<file path="config.mk">
export PLATFORM = sky130hd
export DESIGN_NAME = receive_os
export DESIGN_NICKNAME = d
export VERILOG_FILES = /design/src/rtl/spart_pkg.sv /design/src/rtl/spart_fifo.sv /design/src/rtl/receive_os.sv
export SDC_FILE = /design/constraint.sdc
export NUM_CORES = 1
export LEC_CHECK = 0
export CELL_PAD_IN_SITES_DETAIL_PLACEMENT = 0
export CELL_PAD_IN_SITES_GLOBAL_PLACEMENT = 1
export CORE_MARGIN = 1
export CORE_UTILIZATION = 52
export CTS_BUF_LIST = sky130_fd_sc_hd__clkbuf_8
export CTS_CLUSTER_SIZE = 12
export DETAILED_ROUTE_END_ITERATION = 7
export PLACE_DENSITY_LB_ADDON = 0.1
export SLEW_MARGIN = 10
export SYNTH_ARGS = -nofsm -noshare
export SYNTH_HDL_FRONTEND = slang
export SYNTH_HIERARCHICAL = 1
export SYNTH_SLANG_ARGS = --single-unit
</file>
<file path="constraint.sdc">
create_clock -name clk -period 5.2 [get_ports clk]
set_input_delay 1.56 -clock clk [delete_from_list [all_inputs] [get_ports clk]]
set_output_delay 1.56 -clock clk [all_outputs]
set_load 0.02 [all_outputs]
</file>
<file path="src/rtl/spart_pkg.sv">
// Shared types for the oversampling UART receiver: FSM states, parity
// mode encodings, the buffered entry layout and a 3-sample majority vote.
package spart_pkg;

    typedef enum logic [2:0] {
        ST_IDLE,
        ST_START,
        ST_DATA,
        ST_PARITY,
        ST_STOP
    } rx_state_t;

    localparam logic [1:0] PAR_NONE = 2'b00;
    localparam logic [1:0] PAR_EVEN = 2'b01;
    localparam logic [1:0] PAR_ODD  = 2'b10;

    // Sized for the widest legal frame; narrower frames zero-extend.
    localparam int MAX_DATA_BITS = 9;

    typedef struct packed {
        logic [MAX_DATA_BITS-1:0] data;
        logic                     frame_err;
        logic                     parity_err;
    } rx_entry_t;

    function automatic logic majority3(input logic a, input logic b, input logic c);
        return (a & b) | (a & c) | (b & c);
    endfunction

endpackage

</file>
<file path="src/rtl/spart_fifo.sv">
// Small synchronous FIFO; head entry is presented on dout_o, and a write
// into a full FIFO is accepted only when a read happens in the same cycle.
module spart_fifo #(
    parameter int WIDTH = 8,
    parameter int DEPTH = 4
) (
    input  logic             clk,
    input  logic             rst_n,
    input  logic             wr_en_i,
    input  logic             rd_en_i,
    input  logic [WIDTH-1:0] din_i,
    output logic [WIDTH-1:0] dout_o,
    output logic             full_o,
    output logic             empty_o
);

    localparam int AW = (DEPTH > 1) ? $clog2(DEPTH) : 1;

    logic [WIDTH-1:0] mem_q [DEPTH];
    logic [AW-1:0]    wr_ptr_q, rd_ptr_q;
    logic [AW:0]      cnt_q, cnt_d;
    logic             do_wr, do_rd;

    assign empty_o = (cnt_q == '0);
    assign full_o  = (cnt_q == (AW+1)'(DEPTH));
    assign do_rd   = rd_en_i && !empty_o;
    assign do_wr   = wr_en_i && (!full_o || do_rd);
    assign dout_o  = mem_q[rd_ptr_q];

    always_comb begin
        cnt_d = cnt_q;
        if (do_wr && !do_rd) cnt_d = cnt_q + 1'b1;
        else if (do_rd && !do_wr) cnt_d = cnt_q - 1'b1;
    end

    always_ff @(posedge clk or negedge rst_n) begin
        if (!rst_n) begin
            for (int i = 0; i < DEPTH; i++) mem_q[i] <= '0;
            wr_ptr_q <= '0;
            rd_ptr_q <= '0;
            cnt_q    <= '0;
        end else begin
            if (do_wr) begin
                mem_q[wr_ptr_q] <= din_i;
                wr_ptr_q        <= wr_ptr_q + 1'b1;
            end
            if (do_rd) rd_ptr_q <= rd_ptr_q + 1'b1;
            cnt_q <= cnt_d;
        end
    end

endmodule

</file>
<file path="src/rtl/receive_os.sv">
// Oversampling UART receiver with majority-vote bit sampling and a receive
// buffer: a FIFO when SPART_RX_FIFO_EN is defined, else one holding register.
module receive_os
    import spart_pkg::*;
#(
    parameter int DATA_BITS  = 8,
    parameter int OVERSAMPLE = 16,
    parameter int FIFO_DEPTH = 4
) (
    input  logic                 clk,
    input  logic                 rst_n,
    input  logic                 rxd,
    input  logic                 baud_tick,
    input  logic [1:0]           parity_mode,
    input  logic                 receive_read_en,
    output logic                 rda,
    output logic [DATA_BITS-1:0] receive_read_line,
    output logic                 frame_err,
    output logic                 parity_err,
    output logic                 overrun,
    output logic                 receive_start
);

    localparam int TW = $clog2(OVERSAMPLE);
    localparam int BW = $clog2(DATA_BITS);
    localparam logic [TW-1:0] T_S0  = TW'(OVERSAMPLE/2 - 1);
    localparam logic [TW-1:0] T_S1  = TW'(OVERSAMPLE/2);
    localparam logic [TW-1:0] T_S2  = TW'(OVERSAMPLE/2 + 1);
    localparam logic [TW-1:0] T_END = TW'(OVERSAMPLE - 1);
    localparam logic [BW-1:0] B_END = BW'(DATA_BITS - 1);

    logic [1:0]           sync_q;
    rx_state_t            state_q;
    logic [TW-1:0]        tick_q;
    logic [BW-1:0]        bit_q;
    logic                 s0_q, s1_q;
    logic [DATA_BITS-1:0] shreg_q;
    logic [1:0]           pmode_q;
    logic                 par_err_q, need_high_q, wr_q, start_q, ovr_q;
    rx_entry_t            wr_ent_q, head;
    logic                 rx_s, maj, par_en, par_exp, avail, pop, drop;

    assign rx_s    = sync_q[1];
    assign maj     = majority3(s0_q, s1_q, rx_s);
    assign par_en  = (pmode_q == PAR_EVEN) || (pmode_q == PAR_ODD);
    assign par_exp = (pmode_q == PAR_ODD) ? ~^shreg_q : ^shreg_q;

    always_ff @(posedge clk or negedge rst_n) begin
        if (!rst_n) sync_q <= 2'b11;
        else        sync_q <= {sync_q[0], rxd};
    end

    // Votes land at T_S2; the first two samples are held from earlier ticks.
    always_ff @(posedge clk or negedge rst_n) begin
        if (!rst_n) begin
            state_q     <= ST_IDLE;
            tick_q      <= '0;
            bit_q       <= '0;
            s0_q        <= 1'b1;
            s1_q        <= 1'b1;
            shreg_q     <= '0;
            pmode_q     <= PAR_NONE;
            par_err_q   <= 1'b0;
            need_high_q <= 1'b0;
            wr_q        <= 1'b0;
            start_q     <= 1'b0;
            wr_ent_q    <= '0;
        end else begin
            start_q <= 1'b0;
            wr_q    <= 1'b0;
            if (state_q == ST_IDLE) begin
                pmode_q <= parity_mode;
                tick_q  <= '0;
                if (baud_tick) begin
                    if (need_high_q) begin
                        if (rx_s) need_high_q <= 1'b0;
                    end else if (!rx_s) begin
                        state_q   <= ST_START;
                        bit_q     <= '0;
                        par_err_q <= 1'b0;
                    end
                end
            end else if (baud_tick) begin
                tick_q <= (tick_q == T_END) ? '0 : tick_q + 1'b1;
                if (tick_q == T_S0) s0_q <= rx_s;
                if (tick_q == T_S1) s1_q <= rx_s;
                unique case (state_q)
                    ST_START: begin
                        if (tick_q == T_S2) begin
                            if (maj) state_q <= ST_IDLE;
                            else     start_q <= 1'b1;
                        end else if (tick_q == T_END) begin
                            state_q <= ST_DATA;
                        end
                    end
                    ST_DATA: begin
                        if (tick_q == T_S2) begin
                            shreg_q <= {maj, shreg_q[DATA_BITS-1:1]};
                        end else if (tick_q == T_END) begin
                            if (bit_q == B_END) state_q <= par_en ? ST_PARITY : ST_STOP;
                            else                bit_q   <= bit_q + 1'b1;
                        end
                    end
                    ST_PARITY: begin
                        if (tick_q == T_S2)       par_err_q <= (maj != par_exp);
                        else if (tick_q == T_END) state_q   <= ST_STOP;
                    end
                    ST_STOP: begin
                        if (tick_q == T_S2) begin
                            state_q             <= ST_IDLE;
                            wr_q                <= 1'b1;
                            wr_ent_q.data       <= MAX_DATA_BITS'(shreg_q);
                            wr_ent_q.frame_err  <= ~maj;
                            wr_ent_q.parity_err <= par_err_q;
                            need_high_q         <= ~maj;
                        end
                    end
                    default: state_q <= ST_IDLE;
                endcase
            end
        end
    end

    assign pop = receive_read_en && avail;

`ifdef SPART_RX_FIFO_EN
    logic [$bits(rx_entry_t)-1:0] head_bits;
    logic                         fifo_full, fifo_empty;

    spart_fifo #(
        .WIDTH ($bits(rx_entry_t)),
        .DEPTH (FIFO_DEPTH)
    ) u_fifo (
        .clk     (clk),
        .rst_n   (rst_n),
        .wr_en_i (wr_q),
        .rd_en_i (pop),
        .din_i   (wr_ent_q),
        .dout_o  (head_bits),
        .full_o  (fifo_full),
        .empty_o (fifo_empty)
    );

    assign head  = rx_entry_t'(head_bits);
    assign avail = !fifo_empty;
    assign drop  = wr_q && fifo_full && !pop;
`else
    localparam int unused_fifo_depth = FIFO_DEPTH;
    rx_entry_t hold_q;
    logic      rda_q;

    // Reading clears rda only; the last word stays visible on the outputs.
    always_ff @(posedge clk or negedge rst_n) begin
        if (!rst_n) begin
            hold_q <= '0;
            rda_q  <= 1'b0;
        end else if (wr_q && (!rda_q || pop)) begin
            hold_q <= wr_ent_q;
            rda_q  <= 1'b1;
        end else if (pop) begin
            rda_q  <= 1'b0;
        end
    end

    assign head  = hold_q;
    assign avail = rda_q;
    assign drop  = wr_q && rda_q && !pop;
`endif

    always_ff @(posedge clk or negedge rst_n) begin
        if (!rst_n)    ovr_q <= 1'b0;
        else if (pop)  ovr_q <= 1'b0;
        else if (drop) ovr_q <= 1'b1;
    end

    logic unused_data_bits;
    assign unused_data_bits = ^head.data;

    assign rda               = avail;
    assign receive_read_line = head.data[DATA_BITS-1:0];
    assign frame_err         = head.frame_err;
    assign parity_err        = head.parity_err;
    assign overrun           = ovr_q;
    assign receive_start     = start_q;

endmodule

</file>
After elaboration in Yosys (flattened, before gate mapping)
Index checks and enable logic that the tools add are counted.
W data, S select, Z words.
{ "totals": {"regBits": 50, "in_bits": 7, "output_inout_bits": 13, "elab_cells": 136} }
{ "op_classes": {"add_sub_neg": 2, "n_eq_ne": 24, "mux": 56, "n_bitwise": 7, "n_reduce_logical": 27} }
{ "op_table": {"columns": ["operator", "n"], "rows": [
  ["$mux W3", 24],
  ["$mux W1", 28],
  ["$ne A3 B3 Y1 const B", 6],
  ["$reduce_bool A2 Y1", 8],
  ["$eq A4 B4 Y1 const B", 3],
  ["$mux W4", 3],
  ["$pmux W3 S4", 1],
  ["$reduce_and A11 Y1", 1],
  ["$reduce_and A3 Y1", 3],
  ["$ne A2 B2 Y1 const B", 4],
  ["$ne A4 B4 Y1 const B", 2],
  ["$reduce_and A4 Y1", 2],
  ["$reduce_xnor A8 Y1", 1],
  ["$reduce_xor A8 Y1", 1],
  ["$reduce_and A7 Y1", 1],
  ["$eq A3 B2 Y1 const B", 2],
  ["$eq A3 B3 Y1 const B", 2],
  ["$reduce_and A5 Y1", 1],
  ["$add A4 B1 Y4 const B", 1],
  ["$eq A4 B3 Y1 const B", 1],
  ["$logic_and A1 B1 Y1", 4],
  ["$add A3 B1 Y3 const B", 1],
  ["$and A1 B1 Y1", 3],
  ["$eq A3 B1 Y1 const B", 1],
  ["8 further kinds", 12]
]} }

Depth between registers and ports, before layout
{ "depth": {"ltp_word": 9, "mapped_depth": 7, "ltp_nobuf": 6} }

Worst setup path after synthesis
No wires, ideal clock.
{ "synth_timing": {"path_kind": "input -> register", "start": "in baud_tick", "end": "reg shreg_q[0]", "setup_ns": 0.125, "t_arrival_ns": 2.453, "required_time_ns": 5.075, "slack_ns": 2.623, "path_stages": 4, "n_path_buf": 0, "path_cell_list": "and3b_1 nand3_1 nor2_2 mux2_2"} }
{ "synth_via": {"elab_chain_cells": 1} }
{ "synth_rtl": {"columns": ["element", "line", "rtl"], "rows": [
  ["from (decl)", "receive_os.sv:13", "input logic baud_tick,"],
  ["$reduce_and A4 Y1 (no source line)", null, null],
  ["to (signal assigned)", "receive_os.sv:98", "shreg_q <= {maj, shreg_q[DATA_BITS-1:1]};"],
  ["to (decl)", "receive_os.sv:37", "logic [DATA_BITS-1:0] shreg_q;"]
]} }
Every way passes these cells.
A chain may end at the register's enable or synchronous reset.

Worst setup path in the final report
{ "layout_timing": {"start": "in baud_tick", "end": "reg shreg_q[2]"} }
The elaborated chain is that of the path after synthesis.

==> impl_metrics.json <==
{
  "met3_usage_pct": 4.93,
  "drc": 0,
  "hold_path.class": "reg -> reg",
  "ys_ff_latch": 50,
  "grt_use_met1_pct": 21.4,
  "routed_wl_mm": 3.82,
  "layout.nets": 217,
  "setup_ws_ns": 1.96,
  "met2_usage_pct": 33.3,
  "viasPerCell": 5.56,
  "grt-busiest-layer": "met2",
  "syn_avg_cell_area_um2": 12.5,
  "path_class": "in -> reg",
  "synthArstFlopShare_pct": 100,
  "maxSlewHeadroom_pct": 28.0,
  "die_h_um": 68.6,
  "power_density_nw_per_um2": 381,
  "finClkSkew_ns": 0.00585,
  "final_antenna_net_count": 0,
  "hold_buffers": 0,
  "power_switching_uw": 320,
  "first_pass_iters": 4,
  "vias": 1418,
  "hold_slack_ns": 0.360,
  "syn_area_um2": 2300,
  "post-place-ws_ns": 1.66,
  "r2r_end": "wr_ent_q[0]$_DFFE_PN0P_",
  "grt_pass1_wl_mm": 6.27,
  "cts_inserted_buffers": 5,
  "setup_viol": 0,
  "fp-row-count": 23,
  "cts_tree": "built",
  "final_util_pct": 63.8,
  "cts_root_buffer": "clkbuf_8",
  "crit_cells": 5,
  "clkTransAtPathRegs_ns": 0.09,
  "ioPinCount": 20,
  "maxSlewViolCount": 0,
  "critPathTopFamily": "simple AND/OR/NAND/NOR gates",
  "wl_per_cell_um": 15.0,
  "synth_flop_cell": "dfrtp_1",
  "drive_gt1_share_pct": 24.9,
  "final.period_utilization_pct": 62.3,
  "synthToLayoutAreaGrowth_pct": 13.9,
  "rr_worst_depth": 5,
  "drt_iter0_markers": 46,
  "switching_share_pct": 32.0,
  "grt_pass1_vias": 1401,
  "ys_types": 37,
  "leakagePower_uw": 0.00124,
  "h-tree-depth": 2,
  "yosysWarnings": 6,
  "grt_overflow": 0,
  "period_needed_ns": 3.24,
  "postSynthCellCount": 184,
  "antenna_cells": 0,
  "detailed_place_hpwl_mm": 2.72,
  "rsz0062_at_grt": "no",
  "finalSetupTns_ns": 0,
  "maxCapViolCount": 0,
  "finalHoldViolations": 0,
  "cts-resized-gates": 0,
  "ys_seq_area_share_pct": 54.5,
  "p_int_uw": 679,
  "timing.rr.start": "tick_q[1]$_DFFE_PN0P_",
  "cts.sinks": 50,
  "grt_max_degree": 51,
  "status": "finished, final reports clean",
  "gp_congestion": 0.793,
  "critPathRequiredTime_ns": 5.39,
  "coreArea_um2": 4120,
  "crit_arrival_ns": 3.43,
  "worstMarginPinSlew_ns": 1.08,
  "crit_fanout": 12,
  "crit_chain": "clkdlybuf4s50_1 > and3b_1 > nand3_1 > nor2_2 > mux2_2",
  "start_util_pct": 56.0,
  "vdd_drop_max_v": 0.000228,
  "antenna_found_initial": 0,
  "startpoint": "baud_tick",
  "critPathCapture": "shreg_q[2]$_DFFE_PN0P_",
  "startpoint_type": "input port",
  "cp_num_buf_inv": 1,
  "die_w_um": 68.6,
  "pwr-share-clk_pct": 27.3,
  "post_cts_buffers": 0,
  "clk_latency_ns": 0.30,
  "synth_edf_count": 0,
  "endpoint_kind": "flip-flop",
  "max_freq_ghz": 0.308,
  "port-buffer-count": 19,
  "slowest_stage": "clkdlybuf4s50_1",
  "grt_usage_pct": 18.8,
  "cpPeakStageDelay_ns": 0.73,
  "die_area_um2": 4700,
  "synth_nets": 197,
  "p_seq_share_pct": 47.9,
  "ff2ff_setup_slack_ns": 3.14,
  "power_frac_comb_pct": 24.9,
  "clk_path_buf_depth": 2
}
[worst min path at each step]
| stage | cells past startpoint | slack (ns) | endpoint | from |
|---|---|---|---|---|
| floorplan | 0 | 0.35 | sync_q[1]$_DFF_PN1_ | sync_q[0]$_DFF_PN1_ |
| global placement | 0 | 0.35 | sync_q[1]$_DFF_PN1_ | sync_q[0]$_DFF_PN1_ |
| detailed placement | 0 | 0.35 | sync_q[1]$_DFF_PN1_ | sync_q[0]$_DFF_PN1_ |
| CTS | 0 | 0.36 | sync_q[1]$_DFF_PN1_ | sync_q[0]$_DFF_PN1_ |
| global route | 0 | 0.36 | sync_q[1]$_DFF_PN1_ | sync_q[0]$_DFF_PN1_ |
| finish | 0 | 0.36 | sync_q[1]$_DFF_PN1_ | sync_q[0]$_DFF_PN1_ |
[worst register-to-register path: cells and delay by family (launching register included)]
| kind | cells | cell delay (ns) |
|---|---|---|
| simple gates | 2 | 0.70 |
| mux | 1 | 0.48 |
| flops | 1 | 0.43 |
| fa+ha+maj | 1 | 0.23 |
| buf+inv | 1 | 0.10 |
[power groups by stage]
stage               clock network, µW  logic [µW]  registers, µW
global route                      298         284            484
global placement                    0         241            482
floorplan                           0         234            454
finish                            272         248            478
detailed placement                  0         247            487
CTS                               281         251            478
[cells in the final DEF (no fill, tap or decap), drive strengths merged, types with 6 or more instances in the layout]
cell           count
o21ai              6
dfrtp             46
inv                7
xnor2              6
nand2             14
nor2              12
clkdlybuf4s50     18
nand3             10
ha                 6
mux2              31
[state kept, by name (all words and copies together) (netlist names)]
register	cells
wr_ent_q	10
receive_read_line	8
shreg_q	8
tick_q	4
bit_q	3
state_q	3
pmode_q	2
sync_q	2
frame_err	1
need_high_q	1
overrun	1
par_err_q	1
parity_err	1
rda	1
receive_start	1
s0_q	1
s1_q	1
wr_q	1
[Yosys cell counts, types with 3 or more instances]
library cell / count / share of area [%]
o21ai_0: 6 / 1.3
dfstp_2: 4 / 4.6
ha_1: 6 / 3.3
nand3_1: 9 / 2.0
nand2_1: 14 / 2.3
a22o_1: 3 / 1.1
dfrtp_1: 46 / 50
a21oi_1: 5 / 1.1
nor2_1: 11 / 1.8
inv_1: 6 / 0.98
xnor2_1: 6 / 2.3
mux2i_1: 3 / 1.3
mux2_2: 31 / 15
[per-layer routing]
| layer | wire [µm] | up-vias |
|---|---|---|
| met5 | 0 | - |
| met3 | 108 | 8 |
| met2 | 1980 | 27 |
| met1 | 1670 | 697 |
| li1 | - | 686 |
| met4 | 68 | 0 |
[area by class of cell]
| class | instances | area (µm²) |
|---|---|---|
| inverter | 6 | 22.5 |
| tap | 50 | 62.6 |
| multi-input combinational | 122 | 985 |
| clock inverter | 3 | 43.8 |
| sequential | 50 | 1260 |
| fill | 330 | 1490 |
| clock buffer | 5 | 68.8 |
| timing repair buffer | 19 | 185 |
[logic make-up after synthesis]
family | count (synthesis) | share of synthesized area, %
simple gates | 52 | 12.4
xor+xnor | 9 | 4.02
buf+inv | 12 | 2.72
fa+ha+maj | 7 | 3.69
flops | 50 | 54.5
mux | 34 | 16.5
compound gates | 20 | 6.19
[through the flow]
stage,instance area (µm²),power [µW],instances
after floorplan,2300,687,184
after global placement,2510,723,247
after detailed placement,2510,734,247
after CTS,2620,1010,255
after global routing,2620,1070,255
final,2620,999,255
No activity file was read; power rests on OpenSTA's default activity.
